$ cat src/rtl/seq_div_8by4_if.sv
// -----------------------------------------------------------------------------
// seq_div_8by4_if
// Bundles the request/result signals of the sequential divider.
//
// Handshake: the requester raises start together with dividend/divisor. The
// request is taken on a rising clock edge only while busy=0. It is ignored
// while busy=1. The result (quotient, remainder, dz) is valid while done=1.
// The result holds until the next accepted start.
//
// Signals:
//   start      requester -> divider  operation request
//   dividend   requester -> divider  N-bit unsigned dividend
//   divisor    requester -> divider  M-bit unsigned divisor
//   busy       divider -> requester  iteration in progress
//   done       divider -> requester  result valid
//   quotient   divider -> requester  N-bit quotient
//   remainder  divider -> requester  M-bit remainder
//   dz         divider -> requester  divide-by-zero flag, valid with done
//
// Modports:
//   master  the requester side
//   slave   the divider side
// -----------------------------------------------------------------------------
interface seq_div_8by4_if #(
   parameter int N = 8,
   parameter int M = 4
) ();
   logic         start;
   logic [N-1:0] dividend;
   logic [M-1:0] divisor;
   logic         busy;
   logic         done;
   logic [N-1:0] quotient;
   logic [M-1:0] remainder;
   logic         dz;

   modport master (
      output start, dividend, divisor,
      input  busy, done, quotient, remainder, dz
   );

   modport slave (
      input  start, dividend, divisor,
      output busy, done, quotient, remainder, dz
   );
endinterface

$ cat src/rtl/seq_div_8by4.sv
// -----------------------------------------------------------------------------
// seq_div_8by4
// Sequential restoring divider. It divides an N-bit unsigned dividend by an
// M-bit unsigned divisor and produces one quotient bit per clock. A normal
// operation takes N cycles from the accepting edge to done.
//
// Optional build macro: DIV_ZERO_DET_EN
//   When the macro is defined, a zero divisor is detected at accept. The block
//   then finishes after one cycle with dz=1. When the macro is undefined, a
//   zero divisor runs all N steps and dz is tied to 0.
//   In both builds a zero divisor gives quotient = all ones and
//   remainder = dividend[M-1:0].
//
// Ports:
//   clk        rising-edge clock
//   rst_b      asynchronous active-low reset
//   bus        seq_div_8by4_if.slave (start/operands in, status/results out)
//   dbg_state  current FSM state (IDLE=0, RUN=1, DONE=2), for observation
// -----------------------------------------------------------------------------
module seq_div_8by4 #(
   parameter int N = 8,
   parameter int M = 4
) (
   input  logic                clk,
   input  logic                rst_b,
   seq_div_8by4_if.slave       bus,
   output logic [1:0]          dbg_state
);

   localparam int CW = $clog2(N + 1);

   typedef enum logic [1:0] {
      IDLE = 2'd0,
      RUN  = 2'd1,
      DONE = 2'd2
   } state_t;

   state_t        state, state_nxt;

   logic [N-1:0]  q_reg;      // dividend shifting out, quotient shifting in
   logic [M-1:0]  d_reg;      // captured divisor
   logic [M-1:0]  r_reg;      // partial remainder
   logic [CW-1:0] cnt;        // steps completed in the current operation
   logic [N-1:0]  quo_reg;    // visible result, updated only on entry to DONE
   logic [M-1:0]  rem_reg;

   logic          accept;
   logic          last_step;
   logic          zero_path;  // current RUN cycle is the one-cycle zero-divisor exit

   logic [M:0]    t;
   logic          ge;
   logic [M-1:0]  r_step;
   logic [N-1:0]  q_step;

   // A start is taken in any state except RUN.
   assign accept    = bus.start && (state != RUN);
   assign last_step = (cnt == CW'(N - 1));

   // One restoring step. T is compared against the zero-extended divisor. When
   // the subtraction is taken, T >= D, so the low M bits of T-D equal the full
   // difference truncated to M bits.
   always_comb begin
      t      = {r_reg, q_reg[N-1]};
      ge     = (t >= {1'b0, d_reg});
      r_step = ge ? (t[M-1:0] - d_reg) : t[M-1:0];
      q_step = {q_reg[N-2:0], ge};
   end

   // FSM state register
   always_ff @(posedge clk or negedge rst_b) begin
      if (!rst_b) state <= IDLE;
      else        state <= state_nxt;
   end

   // FSM next state
   always_comb begin
      state_nxt = state;
      case (state)
         IDLE:    if (accept) state_nxt = RUN;
         RUN:     if (zero_path || last_step) state_nxt = DONE;
         DONE:    if (accept) state_nxt = RUN;
         default: state_nxt = IDLE;
      endcase
   end

   // Datapath
   always_ff @(posedge clk or negedge rst_b) begin
      if (!rst_b) begin
         q_reg   <= '0;
         d_reg   <= '0;
         r_reg   <= '0;
         cnt     <= '0;
         quo_reg <= '0;
         rem_reg <= '0;
      end else if (accept) begin
         q_reg <= bus.dividend;
         d_reg <= bus.divisor;
         r_reg <= '0;
         cnt   <= '0;
      end else if (state == RUN) begin
         if (zero_path) begin
            // q_reg still holds the untouched dividend here.
            quo_reg <= '1;
            rem_reg <= q_reg[M-1:0];
         end else begin
            q_reg <= q_step;
            r_reg <= r_step;
            cnt   <= cnt + 1'b1;
            if (last_step) begin
               quo_reg <= q_step;
               rem_reg <= r_step;
            end
         end
      end
   end

`ifdef DIV_ZERO_DET_EN
   logic dz_pend;  // divisor captured at accept was zero
   logic dz_reg;

   assign zero_path = (state == RUN) && dz_pend;

   always_ff @(posedge clk or negedge rst_b) begin
      if (!rst_b) begin
         dz_pend <= 1'b0;
         dz_reg  <= 1'b0;
      end else if (accept) begin
         dz_pend <= (bus.divisor == '0);
         dz_reg  <= 1'b0;
      end else if (zero_path) begin
         dz_reg  <= 1'b1;
      end
   end

   assign bus.dz = dz_reg;
`else
   assign zero_path = 1'b0;
   assign bus.dz    = 1'b0;
`endif

   assign bus.busy      = (state == RUN);
   assign bus.done      = (state == DONE);
   assign bus.quotient  = quo_reg;
   assign bus.remainder = rem_reg;
   assign dbg_state     = state;

endmodule

$ cat src/flat_wrapper.sv
// flat-port wrapper written by rule: the top's interface ports become plain ports
module seq_div_8by4_flat 
#(
   parameter int N = 8,
   parameter int M = 4
)
  (clk, rst_b, dbg_state, bus_start, bus_dividend, bus_divisor, bus_busy, bus_done, bus_quotient, bus_remainder, bus_dz);
  seq_div_8by4_if #(.N(N), .M(M)) bus_i ();
  input  logic clk;
  input  logic rst_b;
  output logic [1:0] dbg_state;
  input wire logic [$bits(bus_i.start)-1:0] bus_start;
  input wire logic [$bits(bus_i.dividend)-1:0] bus_dividend;
  input wire logic [$bits(bus_i.divisor)-1:0] bus_divisor;
  output wire logic [$bits(bus_i.busy)-1:0] bus_busy;
  output wire logic [$bits(bus_i.done)-1:0] bus_done;
  output wire logic [$bits(bus_i.quotient)-1:0] bus_quotient;
  output wire logic [$bits(bus_i.remainder)-1:0] bus_remainder;
  output wire logic [$bits(bus_i.dz)-1:0] bus_dz;
  assign bus_i.start = bus_start;
  assign bus_i.dividend = bus_dividend;
  assign bus_i.divisor = bus_divisor;
  assign bus_busy = bus_i.busy;
  assign bus_done = bus_i.done;
  assign bus_quotient = bus_i.quotient;
  assign bus_remainder = bus_i.remainder;
  assign bus_dz = bus_i.dz;
  seq_div_8by4 #(.N(N), .M(M)) u_core (.clk(clk), .rst_b(rst_b), .bus(bus_i), .dbg_state(dbg_state));
endmodule
$ cat config.mk
export PLATFORM = sky130hd
export DESIGN_NAME = seq_div_8by4_flat
export DESIGN_NICKNAME = d
export VERILOG_FILES = /design/src/rtl/seq_div_8by4_if.sv /design/src/rtl/seq_div_8by4.sv /design/src/flat_wrapper.sv
export SDC_FILE = /design/constraint.sdc
export NUM_CORES = 1
export LEC_CHECK = 0
export ABC_AREA = 0
export BUFFER_PORTS_ARGS = -buffer_cell sky130_fd_sc_hd__buf_2
export CAP_MARGIN = 20
export CORE_MARGIN = 2
export CORE_UTILIZATION = 49
export CTS_BUF_LIST = sky130_fd_sc_hd__clkbuf_8 sky130_fd_sc_hd__clkbuf_16
export DETAILED_ROUTE_END_ITERATION = 7
export PLACE_DENSITY = 0.75
export SLEW_MARGIN = 10
export SYNTH_ARGS = -nofsm -noshare
export SYNTH_HDL_FRONTEND = slang
export SYNTH_SLANG_ARGS = --single-unit
export TNS_END_PERCENT = 1
$ cat constraint.sdc
create_clock -name clk -period 1.68 [get_ports clk]
set_input_delay 0.084 -clock clk [delete_from_list [all_inputs] [get_ports clk]]
set_output_delay 0.084 -clock clk [all_outputs]
set_load 0.02 [all_outputs]
-- After elaboration in Yosys (flattened, before gate mapping)
Cells that the tools add are included.
- bits in registers: 34
- input port bits: 15
- output and inout port bits: 17
- word-level logic and storage cells: 33
- add/subtract/negate cells: 2
- $lt $le $gt $ge: 1
- equal/unequal tests: 6
- multiplexer cells: 10
- bitwise operators: 1
- reduce and logical (&&, ||, !) cells: 6
- operators by type and width (cell ; count):
    $mux 4 ; 5
    $mux 8 ; 2
    $ne 2x1->1 const B ; 3
    $ge 5x4->1 ; 1
    $add 4x1->4 const B ; 1
    $eq 4x3->1 const B ; 1
    $mux 2 ; 2
    $pmux 2 s2 ; 1
    $sub 4x4->4 ; 1
    $reduce_and 3->1 ; 1
    $eq 2x1->1 const B ; 1
    $eq 2x2->1 const B ; 1
    $logic_not 2->1 ; 1
    $reduce_and 2->1 ; 1
    $reduce_bool 2->1 ; 1
    $reduce_or 2->1 ; 1
    $logic_and 1x1->1 ; 1
    $not 1->1 ; 1

-- Logic depth before layout (Yosys ltp)
Gate-level depths: netlist of run 1.
- depth after elaboration: 4
- mapped depth: 7
- mapped depth without buffers: 6

-- Worst setup path after synthesis of run 1
OpenSTA, ideal clock, no wires.
- path type: flip-flop to flip-flop
- start point: register u_core.q_reg[7]
- end point: register u_core.rem_reg[2] (netlist: u_core.bus.remainder[2])
- library setup time: 0.082 ns
- arrival time: 1.554 ns
- data required time: 1.598 ns
- path slack: 0.044 ns
- stages on the path, launching flop included: 7
- path buffers: 0
- period minus slack after synthesis: 1.636 ns
- cell sequence: dfrtp_1 > inv_1 > ha_1 > fa_1 > xor2_1 > or3_1 > a31oi_1
- cells in the longest elaborated chain, start to end: 2
- elaborated cells between the ends (all ways): 3
- those cells by class: add/sub: 1; order compare: 1; mux: 1
- ends and longest elaborated chain (element ; line ; text):
    start, declared ; seq_div_8by4.sv:40 ; logic [N-1:0] q_reg;
    start signal, assigned ; seq_div_8by4.sv:97 ; q_reg <= bus.dividend;
    start signal, assigned ; seq_div_8by4.sv:107 ; q_reg <= q_step;
    $sub 4x4->4 / $ge 5x4->1 (equally long branches) ; seq_div_8by4.sv:66, seq_div_8by4.sv:65 ;
    $mux 4 (*) ; seq_div_8by4.sv:66 ; r_step = ge ? (t[M-1:0] - d_reg) : t[M-1:0];
    end signal, assigned ; seq_div_8by4.sv:105 ; rem_reg <= q_reg[M-1:0];
    end signal, assigned ; seq_div_8by4.sv:112 ; rem_reg <= r_step;
    end, declared ; seq_div_8by4.sv:45 ; logic [M-1:0] rem_reg;
Every way passes the cells marked *; elsewhere a longest branch is shown, timed or not.
A chain may end at the register's enable or synchronous reset.

-- Final worst setup path of run 1
- start point: register u_core.r_reg[2]
- end point: register u_core.r_reg[0]
- cells in the longest elaborated chain, start to end: 4
- ends and longest elaborated chain (element ; line ; text):
    start, declared ; seq_div_8by4.sv:42 ; logic [M-1:0] r_reg;
    start signal, assigned ; seq_div_8by4.sv:108 ; r_reg <= r_step;
    $ge 5x4->1 ; seq_div_8by4.sv:65 ; ge = (t >= {1'b0, d_reg});
    $mux 4 ; seq_div_8by4.sv:66 ;
    $mux 4 ; seq_div_8by4.sv:101 ; end else if (state == RUN) begin
    $mux 4 ; seq_div_8by4.sv:96 ; end else if (accept) begin
No other way between the ends. The select of a mux whose other input is x is not followed.

==> summary.txt, run 1 <==
Worst EP arrival: 1.90 ns
core box area: 3340 µm²
kind of critical path: reg -> reg
largest net degree at the start of global routing: 35
Yosys reg bits: 34
met1 wire length: 1700 µm
layout cell share with drive strength beyond 1: 37.5%
Fin. Hold Viols: 0
Slew headroom: 49.8%
Worst setup EP type: register
Final #Nets: 236
clock skew: 0.00331 ns
routed wl met3: 228 µm
Syn Inst Count: 171
largest cells by area after synthesis: dfrtp_1 (50%), nand2_1 (8.8%), mux2i_1 (4.1%)
Inserted Clock Buffers: 5
vias: 1415
input/output buffers: 30
Yosys top cell by area: dfrtp_1
Synth Warn #: 0
number of inserted diodes: 0
initial antenna violation count: 0
Sequential Power Share: 28.8%
GRT overflow: 0
post-synthesis xor/xnor area fraction: 1.02%
clock network latency to the later pin of the worst-skew pair: 0.28 ns
WP data required: 1.85 ns
Cell variety after synth: 40
Starting DRT DRC Count: 92
Mean Syn Cell Area: 10.0 µm²
HPWL after DPL: 2600 µm
metal2 WL: 1960 µm
Post-Synth Adder-Cell Area: 4.82%
Most used DFF post-synth: dfrtp_1
Synth Area in Simple Gates: 19.9%
H-Tree Depth: 2
starting density of the core: 51.4%
post-synth top area share: 49.6%
post-synthesis mux area share: 6.72%
RSZ-0062 raised after global routing: yes
first-pass GRT wire length: 6630 µm
post-route ant nets: 0
FFs w/ async S/R, synth: 100%
Top Metal Used: met4
Post-synth EDFFs: 0
CTS Sinks: 34
CTS tree: built
CP max FO: 5
Chip Width: 63.1 µm
CTS max path bufs: 2
drt first pass iters: 4
run status: finished with violations
worst-margin pin slew: 0.753 ns
failing checks: setup timing
fin crit share: 103%
post-synthesis compound-gate area fraction: 13.8%
max frequency: 578 MHz
peak supply drop: 1.02 mV
Total Wirelength: 4060 µm
leakage power: 0.00109 µW
Setup-failing EPs final: 5
Multi-input gate area: 887 µm²
Placer Congestion: 0.844
max-cap violations: 0
syn nets: 192
Fillers: 277
gr usage total: 21.7%
P&R area growth vs syn: 27.2%
vias in the first global route: 1431
clock share of power: 11.6%
count leader, synth: nand2_1
Register Area: 851 µm²
Hold Crit Class: in -> reg
Combinational Power Share: 59.5%
row cnt: 21
# DRC: 0
setup_tns: -0.111 ns
Via density: 5.40
Net Sw Frac: 44.0%
setup ws final: -0.0513 ns
cell internal pwr: 2930 µW
post-synthesis cell area: 1710 µm²
P per Cell Area: 2400 nW/µm²
Power, Total: 5230 µW
Reg clk slew, reported paths: 0.07 ns
combinational family with the most area after synthesis: simple AND/OR/NAND/NOR gates
sequential area share after synthesis: 49.6%
Synth top cells by count: nand2_1 (40), dfrtp_1 (34), o21ai_0 (14)
num ports: 32
CP startpoint kind: register
full die area: 3990 µm²
Clock Tree Root: clkbuf_8
Slew Limit Fails: 0
Final Critical Period: 1.73 ns
drt wl/cell: 15.5 µm
Die Ht: 63.1 µm
NetSw: 2300 µW
[routing by layer]
metal | GRT usage (%) | vias up
met5 | 0 | -
met1 | 26.3 | 677
met3 | 6.61 | 17
met2 | 35.4 | 50
met4 | 9.72 | 0
li1 | - | 671
[placed cells by master (no fill, tap or decap), drive strengths merged, types with 2 or more instances in the layout]
cell,synthesis,routed
buf,5,43
nand2,40,40
dfrtp,34,34
o21ai,16,16
inv,8,9
mux2i,7,7
clkbuf,2,6
nor2,6,6
a21oi,5,5
ha,5,5
mux2,4,4
nor4,4,4
and3,4,4
nand3,3,3
nor2b,3,3
a311o,3,3
nand2b,2,2
clkinv,1,2
nor3,2,2
o41ai,2,2
o21a,2,2
o31ai,2,2
xor2,2,2
[final cells by class]
type                       instances  area share [%]
timing repair buffer              44            11.8
multi-input combinational        121            40.7
clock buffer                       6            3.79
sequential                        34            39.0
inverter                           9            1.61
tap                               46            2.64
clock inverter                     2           0.402
[worst max-delay path, cell delays in order, from the launching register on]
cell and delay (ns):
dfrtp_1 0.40, ha_2 0.35, inv_1 0.10, o21ai_4 0.24, nand2_4 0.10, a311o_2 0.41
[through the flow]
stage	setup WS (ns)	hold WS, ns	area, µm²	instances	utilization (%)
2_1_floorplan	0.0438	-0.212	1710	171	-
3_3_place_gp	0.0169	0.179	1960	250	58.8
3_5_place_dp	-0.0539	0.188	1960	250	58.8
4_1_cts	0.00197	0.0277	2110	261	63.2
5_1_grt	-0.120	0.0390	2180	262	65.3
6_report	-0.0513	0.0287	2180	262	65.3
[worst paths after layout]
path	startpoint	to	slack, ns	cells after the start
max	u_core.r_reg[2]	u_core.r_reg[0]	-0.05	5
min	bus_divisor[3]	u_core.d_reg[3]	0.03	2
max reg2reg	u_core.r_reg[2]	u_core.r_reg[0]	-0.05	5
min reg2reg	u_core.bus.quotient[5]	u_core.bus.quotient[5]	0.47	2
max in group asynchronous	rst_b	u_core.cnt[1]	0.80	2
min in group asynchronous	rst_b	u_core.bus.remainder[3]	0.41	2
[what timing repair did]
action / in CTS / in global routing
endpoints found under the hold margin: 34 / 0
endpoints found under the setup margin: 7 / 15
hold buffers: 1 / 0
resized for setup: 7 / 13
buffers inserted: 2 / 1
pin swaps: 2 / 4
cloned: 0 / 0
[power by group through the flow]
| stage | registers [µW] | clock network, µW | logic [µW] |
|---|---|---|---|
| final | 1510 | 608 | 3110 |
| after global routing | 1550 | 654 | 3420 |
| after CTS | 1500 | 616 | 2710 |
| after detailed placement | 1510 | 0 | 2520 |
| after global placement | 1480 | 0 | 2440 |
| after floorplan | 1660 | 0 | 1600 |
[cells by family after synthesis]
group | Yosys count
muxes | 11
xor gates and xnor gates | 2
other | 1
AOI/OAI and AO/OA | 33
adders and majority gates | 6
buffers and inverters | 16
and+or+nand+nor | 68
DFF | 34
Note: power is estimated with default switching activity, not from simulation.
==> inputs of run 2 (changes only) <==
Settings changed: CORE_UTILIZATION 49 to 58, PLACE_DENSITY 0.75 to 0.83.
Clock period 1.68 ns to 2.2 ns, I/O delays scaled along.
==> run 2 against run 1 <==
  * The flow now finishes without violations
  * Total power down 32%
  * Cell area shrank 7.9%
  * Combinational power down 41%
  * Utilization grew 6.8 points
  * Hold slack better by 0.023 ns
  * Count of clock-buffer cells in the layout unchanged
  * Critical endpoint is now u_core.bus.remainder[3]
==> summary.txt, run 2 (synthesized netlist as in run 1, its figures left out) <==
commonest non-fill, non-tap cell in the layout: nand2_1 (unchanged)
drt wl/cell: 15.1 µm (was 15.5 µm)
largest net degree at the start of global routing: 35 (unchanged)
HPWL after DPL: 2640 µm (was 2600 µm)
Placer Congestion: 0.893 (was 0.844)
CTS max path bufs: 2 (unchanged)
leakage power: 0.00103 µW (was 0.00109 µW)
max-cap violations: 0 (unchanged)
setup_tns: 0 ns (was -0.111 ns)
P&R area growth vs syn: 17.1% (was 27.2%)
kind of critical path: reg -> reg (unchanged)
Die Ht: 58.4 µm (was 63.1 µm)
Inserted Clock Buffers: 5 (unchanged)
WP data required: 2.39 ns (was 1.85 ns)
drt first pass iters: 4 (unchanged)
worst-margin pin slew: 0.847 ns (was 0.753 ns)
CTS Sinks: 34 (unchanged)
Via density: 5.68 (was 5.40)
met1 wire length: 1460 µm (was 1700 µm)
Hold Crit Class: in -> reg (unchanged)
vias in the first global route: 1306 (was 1431)
NetSw: 1500 µW (was 2300 µW)
Net Sw Frac: 42.3% (was 44.0%)
RSZ-0062 raised after global routing: no (was yes)
Sequential Power Share: 32.5% (was 28.8%)
Fin. Hold Viols: 0 (unchanged)
# DRC: 0 (unchanged)
hold buffer count at CTS: 1 (unchanged)
commonest non-fill, non-tap cells in the layout: nand2_1 (40), dfrtp_1 (34), buf_2 (30), o21ai_0 (14), inv_1 (8) (was nand2_1 (39), dfrtp_1 (34), buf_2 (30), o21ai_0 (14), buf_4 (13))
cell internal pwr: 2050 µW (was 2930 µW)
clock share of power: 16.3% (was 11.6%)
Top Metal Used: met4 (unchanged)
Fillers: 209 (was 277)
routed wl met3: 191 µm (was 228 µm)
first-pass GRT wire length: 5870 µm (was 6630 µm)
H-Tree Depth: 2 (unchanged)
Combinational Power Share: 51.2% (was 59.5%)
core box area: 2780 µm² (was 3340 µm²)
Reg clk slew, reported paths: 0.06 ns (was 0.07 ns)
fin crit share: 85.0% (was 103%)
Chip Width: 58.4 µm (was 63.1 µm)
CP startpoint kind: register (unchanged)
Starting DRT DRC Count: 59 (was 92)
Setup-failing EPs final: 0 (was 5)
setup ws final: 0.331 ns (was -0.0513 ns)
vias: 1335 (was 1415)
CTS tree: built (unchanged)
Setup Slack @ Placement: 0.338 ns (was -0.0539 ns)
Worst EP arrival: 2.06 ns (was 1.90 ns)
Slew headroom: 43.5% (was 49.8%)
CP max FO: 15 (was 5)
number of inserted diodes: 0 (unchanged)
initial antenna violation count: 0 (unchanged)
peak supply drop: 1.33 mV (was 1.02 mV)
clock skew: 0.00706 ns (was 0.00331 ns)
metal2 WL: 1840 µm (was 1960 µm)
Final #Nets: 225 (was 236)
clock network latency to the later pin of the worst-skew pair: 0.29 ns (was 0.28 ns)
Clock Tree Root: clkbuf_8 (unchanged)
Multi-input gate area: 796 µm² (was 887 µm²)
Register Area: 851 µm² (unchanged)
row cnt: 19 (was 21)
setup bufs post-CTS: 0 (was 2)
full die area: 3410 µm² (was 3990 µm²)
num ports: 32 (unchanged)
post-route ant nets: 0 (unchanged)
layout cell share with drive strength beyond 1: 27.5% (was 37.5%)
max frequency: 535 MHz (was 578 MHz)
Worst setup EP type: register (unchanged)
gr usage total: 23.5% (was 21.7%)
post_cts resized: 0 (was 7)
Final Critical Period: 1.87 ns (was 1.73 ns)
GRT overflow: 0 (unchanged)
run status: completed (was finished with violations)
Slew Limit Fails: 0 (unchanged)
starting density of the core: 61.6% (was 51.4%)
input/output buffers: 30 (unchanged)
P per Cell Area: 1770 nW/µm² (was 2400 nW/µm²)
Total Wirelength: 3560 µm (was 4060 µm)
[run 2: layout make-up]
class | instances | area share [%]
clock buffer | 6 | 4.11
tap | 31 | 1.93
inverter | 9 | 1.68
sequential | 34 | 42.4
timing repair buffer | 33 | 8.73
clock inverter | 1 | 1.50
multi-input combinational | 121 | 39.7
[run 2: per-stage QoR]
step | cells | total power (µW) | util, % | instance area (µm²) | hold slack [ns]
floorplan | 171 | 2490 | - | 1710 | -0.186
global placement | 227 | 2890 | 67.7 | 1880 | 0.206
detailed placement | 227 | 2980 | 67.7 | 1880 | 0.215
CTS | 235 | 3570 | 72.2 | 2010 | 0.0426
global route | 235 | 3820 | 72.2 | 2010 | 0.0564
finish | 235 | 3550 | 72.2 | 2010 | 0.0515
[run 2: final timing paths]
| check | startpoint | to | slack, ns | cells past startpoint |
|---|---|---|---|---|
| worst max register to register | u_core.dbg_state[1] | u_core.bus.remainder[3] | 0.33 | 3 |
| worst min register to register | u_core.bus.quotient[4] | u_core.bus.quotient[4] | 0.47 | 2 |
| min in group asynchronous | rst_b | u_core.bus.remainder[0] | 0.42 | 2 |
| worst max-delay path | u_core.dbg_state[1] | u_core.bus.remainder[3] | 0.33 | 3 |
| worst min-delay path | bus_divisor[1] | u_core.d_reg[1] | 0.05 | 2 |
| max in group asynchronous | rst_b | u_core.dbg_state[0] | 1.31 | 2 |
[run 2: critical path: stages, from the launching register on]
cell and delay [ns]:
dfrtp_1 0.39, nand2b_1 0.35, or2_0 0.61, o41ai_2 0.42
[run 2: power by group through the flow]
| stage | logic [µW] | registers [µW] | clock network (µW) |
|---|---|---|---|
| 6_report | 1820 | 1150 | 579 |
| 5_1_grt | 2010 | 1190 | 606 |
| 4_1_cts | 1820 | 1150 | 594 |
| 2_1_floorplan | 1220 | 1270 | 0 |
| 3_3_place_gp | 1750 | 1140 | 0 |
| 3_5_place_dp | 1820 | 1160 | 0 |
[run 2: metal layers]
metal | track usage [%] | vias up
li1 | - | 646
met1 | 28.8 | 640
met2 | 38.7 | 43
met3 | 7.03 | 6
met4 | 9.97 | 0
met5 | 0 | -
==> inputs of run 3 (changes only) <==
Settings changed: ABC_AREA 0 to 1, CORE_UTILIZATION 58 to 54, PLACE_DENSITY 0.83 to 0.78.
Clock period 2.2 ns to 1.95 ns, I/O delays scaled along.
==> run 3 against run 2 <==
  * Setup slack worse by 0.017 ns
  * Cell area down 0.37%
  * Clock skew up 0.0019 ns
  * Wire length down 9.9%
  * Utilization down 6.1 points
  * Critical path depth up 6
  * Hold slack worse by 0.032 ns
  * Die area up 5.9%
  * Synthesized cell count up 2.9%
  * Via count down 2.8%
  * Largest cell class unchanged
  * Highest routed layer unchanged
==> summary.txt, run 3 <==
drt first pass iters: 5 (was 4)
Synth Warn #: 0 (unchanged)
Yosys top cell by area: dfrtp_1 (unchanged)
critical path buffer and inverter count: 0 (unchanged)
Most used DFF post-synth: dfrtp_1 (unchanged)
Chip Width: 60.1 µm (was 58.4 µm)
initial antenna violation count: 0 (unchanged)
Clock Tree Root: clkbuf_8 (unchanged)
kind of critical path: reg -> reg (unchanged)
Fin. Hold Viols: 0 (unchanged)
num ports: 32 (unchanged)
most frequent CP cell: nand2_1
gr usage total: 20.3% (was 23.5%)
Die Ht: 60.1 µm (was 58.4 µm)
GRT met2 Usage: 33.4% (was 38.7%)
Post-synth EDFFs: 0 (unchanged)
Setup-failing EPs final: 0 (unchanged)
# DRC: 0 (unchanged)
sequential area share after synthesis: 50.1% (was 49.6%)
Final #Nets: 231 (was 225)
WP data required: 2.13 ns (was 2.39 ns)
Worst Hold Slack: 0.0194 ns (was 0.0515 ns)
count leader, synth: nand2_1 (unchanged)
commonest non-fill, non-tap cells in the layout: nand2_1 (51), dfrtp_1 (34), buf_2 (30), inv_1 (17), nand3_1 (12) (was nand2_1 (40), dfrtp_1 (34), buf_2 (30), o21ai_0 (14), inv_1 (8))
Slew headroom: 48.8% (was 43.5%)
syn nets: 197 (was 192)
Starting DRT DRC Count: 59 (unchanged)
family with the most delay on the worst path: simple AND/OR/NAND/NOR gates (unchanged)
HPWL after DPL: 2220 µm (was 2640 µm)
Yosys reg bits: 34 (unchanged)
peak supply drop: 1.07 mV (was 1.33 mV)
post-synthesis cell area: 1700 µm² (was 1710 µm²)
CP startpoint kind: register (unchanged)
Placer Congestion: 0.886 (was 0.893)
worst-margin pin slew: 0.768 ns (was 0.847 ns)
drt wl/cell: 12.6 µm (was 15.1 µm)
core box area: 3030 µm² (was 2780 µm²)
CP Cell Sequence: ha_1, a21oi_2, nand2_1, nand2_2, nand2_4, nand2_1, nand2_1, nand2_1, nand2_1 (was nand2b_1, or2_0, o41ai_2)
starting density of the core: 56.0% (was 61.6%)
Cell variety after synth: 33 (was 40)
CP max FO: 6 (was 15)
GR Util met3: 7.58% (was 7.03%)
largest cells by area after synthesis: dfrtp_1 (50%), nand2_1 (11%), inv_1 (3.8%) (was dfrtp_1 (50%), nand2_1 (8.8%), mux2i_1 (4.1%))
run status: completed (unchanged)
largest net degree at the start of global routing: 35 (unchanged)
M1 GR Usage: 24.8% (was 28.8%)
Synth top cells by count: nand2_1 (51), dfrtp_1 (34), inv_1 (17) (was nand2_1 (40), dfrtp_1 (34), o21ai_0 (14))
Total Wirelength: 3200 µm (was 3560 µm)
Via density: 5.09 (was 5.68)
fin crit share: 83.9% (was 85.0%)
Slew Limit Fails: 0 (unchanged)
setup bufs post-CTS: 0 (unchanged)
P per Cell Area: 1940 nW/µm² (was 1770 nW/µm²)
H-Tree Depth: 2 (unchanged)
first-pass GRT wire length: 5400 µm (was 5870 µm)
post-synth top area share: 50.1% (was 49.6%)
CTS max path bufs: 2 (unchanged)
max-cap violations: 0 (unchanged)
post-route ant nets: 0 (unchanged)
number of inserted diodes: 0 (unchanged)
layout cell share with drive strength beyond 1: 28.9% (was 27.5%)
GRT overflow: 0 (unchanged)
Inserted Clock Buffers: 5 (unchanged)
Hold Crit Class: in -> reg (unchanged)
Worst EP arrival: 1.82 ns (was 2.06 ns)
vias: 1298 (was 1335)
commonest non-fill, non-tap cell in the layout: nand2_1 (unchanged)
Worst setup EP type: register (unchanged)
P&R area growth vs syn: 17.8% (was 17.1%)
clock network latency to the later pin of the worst-skew pair: 0.29 ns (about the same)
RSZ-0062 raised after global routing: no (unchanged)
clock skew: 0.00895 ns (was 0.00706 ns)
Syn Inst Count: 176 (was 171)
CTS tree: built (unchanged)
leakage power: 0.00106 µW (was 0.00103 µW)
GRT busiest layer: met2 (unchanged)
input/output buffers: 30 (unchanged)
Fillers: 254 (was 209)
Reg clk slew, reported paths: 0.07 ns (was 0.06 ns)
vias in the first global route: 1241 (was 1306)
CTS Sinks: 34 (unchanged)
Final Critical Period: 1.64 ns (was 1.87 ns)
max incr delay on CP: 0.39 ns (was 0.61 ns)
Power, Total: 3880 µW (was 3550 µW)
FFs w/ async S/R, synth: 100% (unchanged)
max frequency: 611 MHz (was 535 MHz)
full die area: 3610 µm² (was 3410 µm²)
slowest cell on the critical path: dfrtp_1 (was or2_0)
Mean Syn Cell Area: 9.64 µm² (was 10.0 µm²)
row cnt: 20 (was 19)
setup_tns: 0 ns (unchanged)
==> run 3: cell types whose count changed in the layout (fill, tap and decap cells not counted), moves of 6 or more <==
| cell | change |
|---|---|
| nand3_1 | +9 |
| nand2_2 | +6 |
| o221ai_1 | +7 |
| nand2_1 | +11 |
| inv_1 | +9 |
| mux2i_1 | -7 |
| o21ai_0 | -10 |
==> run 3: repair_timing <==
item                      4_1_cts  5_1_grt
hold endpoints to repair       35        0
hold buffers                    2        0
gates resized for setup         0        0
==> run 3: worst paths after layout <==
check,from,to,slack (ns),cells past startpoint
worst min-delay path,bus_dividend[6],u_core.q_reg[6],0.02,3
worst min register to register,u_core.bus.quotient[3],u_core.bus.quotient[3],0.48,2
worst max register to register,u_core.r_reg[1],u_core.bus.remainder[3],0.31,9
max in group asynchronous,rst_b,u_core.cnt[3],1.03,2
worst max-delay path,u_core.r_reg[1],u_core.bus.remainder[3],0.31,9
min in group asynchronous,rst_b,u_core.bus.quotient[7],0.43,2
==> run 3: kinds of logic (layout without fill, tap and decap cells) <==
kind of cell,count (synthesis),count (layout),synth area share [%]
fa+ha+maj,6,6,4.87
xor+xnor,1,1,0.516
compound gates,26,26,11.2
other cells,1,1,0.221
flops,34,34,50.1
simple gates,80,80,24.0
buf+inv,28,63,9.07
==> run 3: cell type report <==
class / instances / area, µm² / share of cell area [%]
timing repair buffer: 32 / 170 / 8.51
sequential: 34 / 851 / 42.6
clock inverter: 3 / 68.8 / 3.44
tap: 44 / 55.1 / 2.75
inverter: 23 / 93.8 / 4.69
multi-input combinational: 114 / 692 / 34.6
clock buffer: 5 / 68.8 / 3.44
==> run 3: through the flow <==
| step | instance area, µm² | setup slack (ns) | utilization [%] | instances |
|---|---|---|---|---|
| 3_5_place_dp | 1840 | 0.329 | 60.8 | 245 |
| 6_report | 2000 | 0.314 | 66.0 | 255 |
| 5_1_grt | 2000 | 0.223 | 66.0 | 255 |
| 4_1_cts | 2000 | 0.315 | 66.0 | 255 |
| 3_3_place_gp | 1840 | 0.438 | 60.8 | 245 |
| 2_1_floorplan | 1700 | 0.490 | - | 176 |
==> run 3: per-layer routing <==
| metal | vias to the layer above | part of all wire [%] |
|---|---|---|
| met4 | 0 | 0.50 |
| met5 | - | 0 |
| li1 | 640 | - |
| met2 | 41 | 50 |
| met3 | 2 | 5.0 |
| met1 | 615 | 45 |
==> run 3: power breakdown <==
part	switching, µW	internal, µW	total [µW]
clock network	259	512	771
registers	193	1040	1230
logic	1210	666	1870
==> run 3: worst reg2reg max path, stage by stage (launching register included) <==
cell	delay, ns
dfrtp_1	0.39
ha_1	0.37
a21oi_2	0.21
nand2_1	0.09
nand2_2	0.13
nand2_4	0.08
nand2_1	0.08
nand2_1	0.06
nand2_1	0.06
nand2_1	0.05
